[config.mk]
export PLATFORM = sky130hd
export DESIGN_NAME = rm8s_div_flat
export DESIGN_NICKNAME = d
export VERILOG_FILES = /design/src/rtl/rm8s_div_if.sv /design/src/rtl/rm8s_div.sv /design/src/flat_wrapper.sv
export SDC_FILE = /design/constraint.sdc
export NUM_CORES = 1
export LEC_CHECK = 0
export CORE_ASPECT_RATIO = 0.9
export CORE_MARGIN = 1.5
export CORE_UTILIZATION = 44
export CTS_CLUSTER_SIZE = 25
export DETAILED_ROUTE_END_ITERATION = 12
export PLACE_DENSITY_LB_ADDON = 0.08
export SKIP_LAST_GASP = 1
export SLEW_MARGIN = 0
export SYNTH_ARGS = -nofsm -noshare
export SYNTH_HDL_FRONTEND = slang
export SYNTH_SLANG_ARGS = --single-unit
[constraint.sdc]
create_clock -name clk -period 7.28 [get_ports clk]
set_clock_uncertainty 0.15 [all_clocks]
set_input_delay 1.456 -clock clk [delete_from_list [all_inputs] [get_ports clk]]
set_output_delay 1.456 -clock clk [all_outputs]
set_load 0.005 [all_outputs]
[src/rtl/rm8s_div_if.sv]
// rm8s_div_if: operand/result handshake bundle for the rm8s_div signed divider.
//   in_valid/in_ready   operand handshake (product, b)
//   product             signed dividend, 2*W_IN bits
//   b                   signed divisor, W_IN bits
//   out_valid/out_ready result handshake (a, rem, ovf, div0)
//   a                   signed quotient, truncated toward zero
//   rem                 signed remainder, sign of the dividend
//   ovf                 quotient outside the W_IN-bit signed range
//   div0                divisor was zero
// master: operand producer / result consumer. slave: the divider.
interface rm8s_div_if #(
  parameter int unsigned W_IN = 8
);
  logic                  in_valid;
  logic                  in_ready;
  logic [2*W_IN-1:0]     product;
  logic [W_IN-1:0]       b;
  logic                  out_valid;
  logic                  out_ready;
  logic [W_IN-1:0]       a;
  logic [W_IN-1:0]       rem;
  logic                  ovf;
  logic                  div0;

  modport master (
    output in_valid, product, b, out_ready,
    input  in_ready, out_valid, a, rem, ovf, div0
  );

  modport slave (
    input  in_valid, product, b, out_ready,
    output in_ready, out_valid, a, rem, ovf, div0
  );
endinterface

[src/rtl/rm8s_div.sv]
// rm8s_div: sequential restoring signed divider, one quotient bit per cycle.
// Divides a 2*W_IN-bit signed product by a W_IN-bit signed factor and returns
// the other factor as quotient plus remainder. Result appears 17 edges after
// the accept edge (IDLE -> BUSY x16 -> FIX -> DONE), held until out_ready.
// Ports:
//   clk    rising-edge clock
//   rst_n  asynchronous active-low reset; discards any in-flight operation
//   bus    rm8s_div_if slave modport (operand and result handshakes)
module rm8s_div #(
  parameter int unsigned W_IN = 8
) (
  input  logic           clk,
  input  logic           rst_n,
  rm8s_div_if.slave      bus
);
  localparam int unsigned WD = 2 * W_IN;

  typedef enum logic [1:0] {
    IDLE = 2'd0,
    BUSY = 2'd1,
    FIX  = 2'd2,
    DONE = 2'd3
  } state_t;

  state_t          state;
  logic            sp;
  logic            sb;
  logic [WD-1:0]   dmag;     // dividend magnitude, becomes quotient magnitude
  logic [W_IN-1:0] bmag;
  logic [W_IN-1:0] prem;     // partial remainder
  logic [W_IN-1:0] prod_lo;
  logic [3:0]      cnt;

  logic            in_ready_r;
  logic            out_valid_r;
  logic [W_IN-1:0] a_r;
  logic [W_IN-1:0] rem_r;
  logic            ovf_r;
  logic            div0_r;

  // Restoring step. The shifted remainder is W_IN+1 bits wide; its top bit
  // (prem MSB) alone guarantees it is >= bmag, and the difference always fits
  // in W_IN bits, so the W_IN-bit register holds the full partial remainder.
  logic [W_IN-1:0] shl_lo;
  logic            ge;
  logic [W_IN-1:0] diff;

  always_comb begin
    shl_lo = {prem[W_IN-2:0], dmag[WD-1]};
    ge     = prem[W_IN-1] | (shl_lo >= bmag);
    diff   = shl_lo - bmag;
  end

  // Sign fix-up in WD+1 bits so that a 32768 magnitude negates cleanly.
  logic [WD:0]     qmag;
  logic [WD:0]     q_s;
  logic [W_IN-1:0] r_s;
  logic            q_fits;

  always_comb begin
    qmag   = {1'b0, dmag};
    q_s    = (sp ^ sb) ? -qmag : qmag;
    r_s    = sp ? -prem : prem;
    q_fits = (q_s[WD:W_IN-1] == '0) || (q_s[WD:W_IN-1] == '1);
  end

  always_ff @(posedge clk or negedge rst_n) begin
    if (!rst_n) begin
      state       <= IDLE;
      sp          <= 1'b0;
      sb          <= 1'b0;
      dmag        <= '0;
      bmag        <= '0;
      prem        <= '0;
      prod_lo     <= '0;
      cnt         <= '0;
      in_ready_r  <= 1'b1;
      out_valid_r <= 1'b0;
      a_r         <= '0;
      rem_r       <= '0;
      ovf_r       <= 1'b0;
      div0_r      <= 1'b0;
    end else begin
      case (state)
        IDLE: begin
          if (bus.in_valid) begin
            sp         <= bus.product[WD-1];
            sb         <= bus.b[W_IN-1];
            dmag       <= bus.product[WD-1] ? -bus.product : bus.product;
            bmag       <= bus.b[W_IN-1] ? -bus.b : bus.b;
            div0_r     <= (bus.b == '0);
            prod_lo    <= bus.product[W_IN-1:0];
            prem       <= '0;
            cnt        <= '0;
            in_ready_r <= 1'b0;
            state      <= BUSY;
          end
        end
        BUSY: begin
          prem <= ge ? diff : shl_lo;
          dmag <= {dmag[WD-2:0], ge};
          cnt  <= cnt + 4'd1;
          if (cnt == 4'd15) state <= FIX;
        end
        FIX: begin
          if (div0_r) begin
            a_r   <= '0;
            rem_r <= prod_lo;
            ovf_r <= 1'b0;
          end else begin
            a_r   <= q_s[W_IN-1:0];
            rem_r <= r_s;
            ovf_r <= !q_fits;
          end
          out_valid_r <= 1'b1;
          state       <= DONE;
        end
        DONE: begin
          if (bus.out_ready) begin
            out_valid_r <= 1'b0;
            in_ready_r  <= 1'b1;
            state       <= IDLE;
          end
        end
        default: state <= IDLE;
      endcase
    end
  end

  assign bus.in_ready  = in_ready_r;
  assign bus.out_valid = out_valid_r;
  assign bus.a         = a_r;
  assign bus.rem       = rem_r;
  assign bus.ovf       = ovf_r;
  assign bus.div0      = div0_r;
endmodule
[src/flat_wrapper.sv]
// flat-port wrapper written by rule: the top's interface ports become plain ports
module rm8s_div_flat 
#(
  parameter int unsigned W_IN = 8
)
  (clk, rst_n, bus_in_valid, bus_product, bus_b, bus_out_ready, bus_in_ready, bus_out_valid, bus_a, bus_rem, bus_ovf, bus_div0);
  rm8s_div_if #(.W_IN(W_IN)) bus_i ();
  input  logic clk;
  input  logic rst_n;
  input wire logic [$bits(bus_i.in_valid)-1:0] bus_in_valid;
  input wire logic [$bits(bus_i.product)-1:0] bus_product;
  input wire logic [$bits(bus_i.b)-1:0] bus_b;
  input wire logic [$bits(bus_i.out_ready)-1:0] bus_out_ready;
  output wire logic [$bits(bus_i.in_ready)-1:0] bus_in_ready;
  output wire logic [$bits(bus_i.out_valid)-1:0] bus_out_valid;
  output wire logic [$bits(bus_i.a)-1:0] bus_a;
  output wire logic [$bits(bus_i.rem)-1:0] bus_rem;
  output wire logic [$bits(bus_i.ovf)-1:0] bus_ovf;
  output wire logic [$bits(bus_i.div0)-1:0] bus_div0;
  assign bus_i.in_valid = bus_in_valid;
  assign bus_i.product = bus_product;
  assign bus_i.b = bus_b;
  assign bus_i.out_ready = bus_out_ready;
  assign bus_in_ready = bus_i.in_ready;
  assign bus_out_valid = bus_i.out_valid;
  assign bus_a = bus_i.a;
  assign bus_rem = bus_i.rem;
  assign bus_ovf = bus_i.ovf;
  assign bus_div0 = bus_i.div0;
  rm8s_div #(.W_IN(W_IN)) u_core (.clk(clk), .rst_n(rst_n), .bus(bus_i));
endmodule
==> flow_summary.toml, run 1 <==
[cts]
insertion_delay_ps = 350
clk_path_buf_depth = 2
numCtsBuffers = 9
cts_resized = 0
cts_tree = "yes"
clk_pin_slew_ps = 70
cts.hold.buffers_added = 0
cts_sinks = 68
post_cts_buffers = 0
clockRootBuffer = "clkbuf_8"
h-tree-depth = 3

[power]
vdd_ir_drop_max_uv = 177
pwr-share-seq_pct = 31.9
clkPwrFrac_pct = 15.2
p_int_uw = 1320
p_switching_uw = 973
swShare_pct = 42.5
leakage_uw = 0.00215
combPwrFrac_pct = 52.9
p_per_area_nw_per_um2 = 455

[run]
maxCapViolations = 0

[floorplanning]
start_util_pct = 46.0
die_w_um = 107
die_y_um = 96.3
core_area_um2 = 9250
io_pins = 48
core.rowCount = 33
dieArea_um2 = 10300

[place]
gp_congestion = 0.829
dp_hpwl_um = 7480
placed_area_um2 = 4810
port-buffer-count = 47

[yosys]
yosysSeqAreaShare_pct = 40.0
synth.top_cell.area_share_pct = 39.4
ys_async_sr_fraction_pct = 100
ys_top_cells_by_count = "dfrtp_1, nand2_1, o21ai_0, nor2_1, inv_1"
ys_top_cells_by_area = "dfrtp_1, o21ai_0, xor2_1"
synth_edf_count = 0
synth_cells = 477
synth_cell_types = 51
syn_nets = 523
ys.flop_type = "dfrtp_1"
synth_most_common_cell = "dfrtp_1"
ys_ff_latch = 68
ys_warn_count = 0
netlist_area_um2 = 4260
avgSynthCellArea_um2 = 8.93
yosysTopAreaCell = "dfrtp_1"

[critical_path]
critPathMaxStageDelay_ps = 510
cp-end-kind = "flop"
crit_fanout = 6
startpoint_type = "primary input"
required_ps = 7350
worstPathCellList = "clkdlybuf4s50_1, nor4_1, nand2b_1, nor4_2, or3b_1, o31ai_1, xor2_1, o21ai_0"
crit_arrival_ps = 3890
worstSetupPathType = "primary input to flop"
slowest_stage = "clkdlybuf4s50_1"

[hold_path]
hold_class = "flop to flop"

[sta]
maxSlewViolCount = 0
max_slew_margin_pct = 25.2
timing.fmax_mhz = 262
setup_tns_ps = 0
setup_viol = 0
grt_setup_unrepaired = "false"
tightest_slew_ps = 1120
hold_viol = 0
period_minus_slack_ps = 3820
timing.final.crit_share_pct = 52.4

[final_layout]
antenna_cells = 0
nets = 561
synthToLayoutAreaGrowth_pct = 18.1
layout-drive-gt1-share_pct = 8.46
final_cell_area_um2 = 5030

[routing]
drtPass1Iterations = 4
remaining_drc_errors = 0
dr.first_iter.drc_count = 188
totalWireLength_um = 10000
wl_per_cell_um = 15.6
num_vias = 3460
vias_per_cell = 5.39
ant_nets = 0

[grt]
grt_util_all_layers_pct = 21.2
antenna_found_initial = 0
grt-ovfl-total = 0
grt_pass1_vias = 3269
grt_max_degree = 69
grt_pass1_wl_um = 16700

[run_status]
run_status = "complete, no violations"
state kept, by name, summed over array words and instances (netlist names):
name / cells
u_core.state: 2
u_core.bus.div0: 1
u_core.dmag: 16
u_core.bus.in_ready: 1
u_core.prod_lo: 8
u_core.sb: 1
u_core.bmag: 8
u_core.prem: 8
u_core.bus.rem: 8
u_core.bus.ovf: 1
u_core.bus.a: 8
u_core.bus.out_valid: 1
u_core.cnt: 4
u_core.sp: 1
power groups by stage:
stage | sequential [uW] | combinational [uW] | clock, uW
3_5_place_dp | 738 | 1210 | 0
3_3_place_gp | 734 | 1190 | 0
6_report | 730 | 1210 | 347
4_1_cts | 730 | 1220 | 354
2_1_floorplan | 668 | 929 | 0
5_1_grt | 761 | 1370 | 370
worst max-delay path, delay by kind of cell:
| kind | cells | cell delay, ps |
|---|---|---|
| XOR/XNOR | 1 | 170 |
| AND/OR/NAND/NOR | 4 | 1410 |
| buffers and inverters | 1 | 510 |
| AO/OA/AOI/OAI | 2 | 340 |
metrics by stage:
step           total power, uW  util, %  worst slack (ps)  hold WS (ps)  cells
3_5_place_dp              1950     52.0              3130           321    626
2_1_floorplan             1600        -              4030           300    477
5_1_grt                   2500     54.4              3240           357    642
3_3_place_gp              1920     52.0              3130           312    626
4_1_cts                   2300     54.4              3470           339    642
6_report                  2290     54.4              3460           330    642
layout make-up:
type,instances,area (um2)
clock inverter,6,88.8
fill,867,4220
timing repair buffer,51,495
multi-input combinational,355,2350
tap,122,153
clock buffer,10,128
sequential,68,1700
inverter,30,113
cells by family after synthesis:
family | after synthesis | synth area share [%]
adder cells (fa/ha/maj) | 18 | 5.46
AO/OA/AOI/OAI | 120 | 17.4
buffers and inverters | 54 | 4.96
multiplexers | 29 | 7.23
XOR/XNOR | 42 | 8.64
AND/OR/NAND/NOR | 146 | 16.4
flip-flops | 68 | 40.0
routing by layer:
metal / wire, um / GRT usage, % / up-vias / part of all wire [%]
li1: - / - / 1751 / -
met1: 4960 / 29.5 / 1602 / 49
met2: 4360 / 32.7 / 94 / 43
met3: 588 / 5.42 / 13 / 5.9
met4: 133 / 6.00 / 0 / 1.3
met5: 0 / 0 / - / 0
placed cells by master (no fill, tap or decap), drive strengths merged, types with 3 or more instances in the layout:
cell type and n:
inv 30, o22ai 10, nor2 33, o31ai 6
nand2 59, nand2b 8, a21oi 16, or3 4
o21ai 53, clkdlybuf4s50 46, xnor2 14, mux2 14
nor3 7, a32oi 4, a22o 4, xor2 28
buf 5, o221ai 3, nor2b 7, nand3 7
mux2i 15, a31oi 3, a211oi 4, ha 17
a22oi 6, clkbuf 10, dfrtp 67, nor4 6
o41ai 4
worst paths after layout:
kind,from,endpoint,slack [ps],depth (start not counted)
setup / recovery,bus_product[2],u_core.dmag[13],3460,8
setup reg to reg,u_core.prem[0],u_core.prem[7],4380,9
hold / removal,u_core.bmag[6],u_core.bmag[6],330,2
hold reg to reg,u_core.bmag[6],u_core.bmag[6],330,2
min in group asynchronous,rst_n,u_core.prod_lo[5],1150,2
max in group asynchronous,rst_n,u_core.dmag[10],5250,2
Note: power is estimated with default switching activity, not from simulation.
==> inputs of run 2 (changes only) <==
Clock period 7.28 ns to 3.9 ns, I/O delays scaled along.
==> flow_summary.toml, run 2 (same netlist as run 1, synthesis figures left out) <==
[critical_path]
required_ps = 3970
crit_arrival_ps = 3220
crit_fanout = 4
cp-end-kind = "flop"
r2r_start = "u_core.prem[0]"
startpoint_type = "primary input"
worstSetupStartpoint = "bus_product[5]"
worstSetupPathType = "primary input to flop"

[sta]
maxSlewViolCount = 0
period_minus_slack_ps = 3160
setup_viol = 0
timing.final.crit_share_pct = 80.9
setup_tns_ps = 0
max_slew_margin_pct = 40.9
grt_setup_unrepaired = "false"
worst_slack_ps = 745
timing.fmax_mhz = 317
hold_viol = 0
tightest_slew_ps = 886

[hold_path]
min-delay-start = "u_core.bmag[2]"
hold_class = "flop to flop"

[final_layout]
final_common_cell = "dfrtp_1"
nets = 564
final_cell_area_um2 = 5060
layout-drive-gt1-share_pct = 8.99
regMostFlops = "u_core.dmag"
antenna_cells = 0
largest_reg_flops = 16
mostFrequentLayoutCells = "dfrtp_1, nand2_1, o21ai_0"
synthToLayoutAreaGrowth_pct = 18.8
fin_util_pct = 54.7

[cts]
cts_resized = 0
numCtsBuffers = 9
clk_path_buf_depth = 2
cts_tree = "yes"
h-tree-depth = 3
clockRootBuffer = "clkbuf_8"
cts.hold.buffers_added = 0
cts_sinks = 68
post_cts_buffers = 0
insertion_delay_ps = 340
clk_pin_slew_ps = 70

[routing]
drtPass1Iterations = 4
totalWireLength_um = 10200
remaining_drc_errors = 0
vias_per_cell = 5.38
ant_nets = 0
wl_per_cell_um = 15.7
dr.first_iter.drc_count = 173
num_vias = 3472

[place]
placed_area_um2 = 4830
pre_cts_slack_ps = 368
gp_congestion = 0.817
port-buffer-count = 47
dp_hpwl_um = 7670

[grt]
grt_pass1_wl_um = 16900
grt_pass1_vias = 3304
grt_max_degree = 69
grt_util_all_layers_pct = 21.4
grt-ovfl-total = 0
antenna_found_initial = 0

[floorplanning]
dieArea_um2 = 10300
die_y_um = 96.3
start_util_pct = 46.0
die_w_um = 107
core.rowCount = 33
core_area_um2 = 9250
io_pins = 48

[power]
combPwrFrac_pct = 53.2
p_int_uw = 2510
p_switching_uw = 1830
power_uw = 4340
swShare_pct = 42.2
p_per_area_nw_per_um2 = 857
pwr-share-seq_pct = 31.5
vdd_ir_drop_max_uv = 355
leakage_uw = 0.00217
clkPwrFrac_pct = 15.3

[run_status]
run_status = "complete, no violations"

[run]
maxCapViolations = 0
[run 2: changes by cell type in the layout (fill, tap and decap cells not counted)]
cell        before  now
buf_4            4    7
clkbuf_8         9   10
clkinv_2         1    0
clkinvlp_4       2    1
inv_6            0    1
[run 2: cell type report]
class | count | area [um2]
Fill cell | 913 | 4190
Multi-Input combinational cell | 355 | 2350
Sequential cell | 68 | 1700
Timing Repair Buffer | 54 | 518
Tap cell | 122 | 153
Clock buffer | 11 | 141
Inverter | 30 | 113
Clock inverter | 5 | 85.1
[run 2: routing by layer]
metal | vias up | part of all wire (%) | global-route usage [%]
li1 | 1760 | - | -
met1 | 1624 | 52 | 30.7
met2 | 79 | 43 | 32.7
met3 | 9 | 4.2 | 4.74
met4 | 0 | 1.3 | 5.78
met5 | - | 0 | 0
[run 2: final timing paths]
path,endpoint,depth (start not counted),slack [ps]
hold / removal,u_core.bmag[2],2,330
max in group asynchronous,u_core.dmag[5],2,2540
setup / recovery,u_core.dmag[13],8,740
hold reg to reg,u_core.bmag[2],2,330
min in group asynchronous,u_core.bus.rem[4],2,470
setup reg to reg,u_core.prem[5],9,1020
[run 2: power groups by stage]
stage / Sequential [uW] / Combinational [uW] / Clock, uW
after floorplan: 1250 / 1730 / 0
after global placement: 1370 / 2260 / 0
after detailed placement: 1380 / 2300 / 0
after CTS: 1370 / 2320 / 680
after global routing: 1420 / 2600 / 708
final: 1370 / 2310 / 662
[run 2: worst max-delay path, cell delays in order]
cell and delay [ps]:
clkdlybuf4s50_1 500, nor4_1 500, nand2b_1 260, nor4_2 250, or3b_1 420, o31ai_1 260, xor2_1 160, o21ai_0 90
[run 2: metrics by stage]
stage / hold WS (ps) / std cells
6_report: 334 / 645
5_1_grt: 366 / 645
4_1_cts: 341 / 645
3_5_place_dp: 323 / 629
3_3_place_gp: 314 / 629
2_1_floorplan: 300 / 477
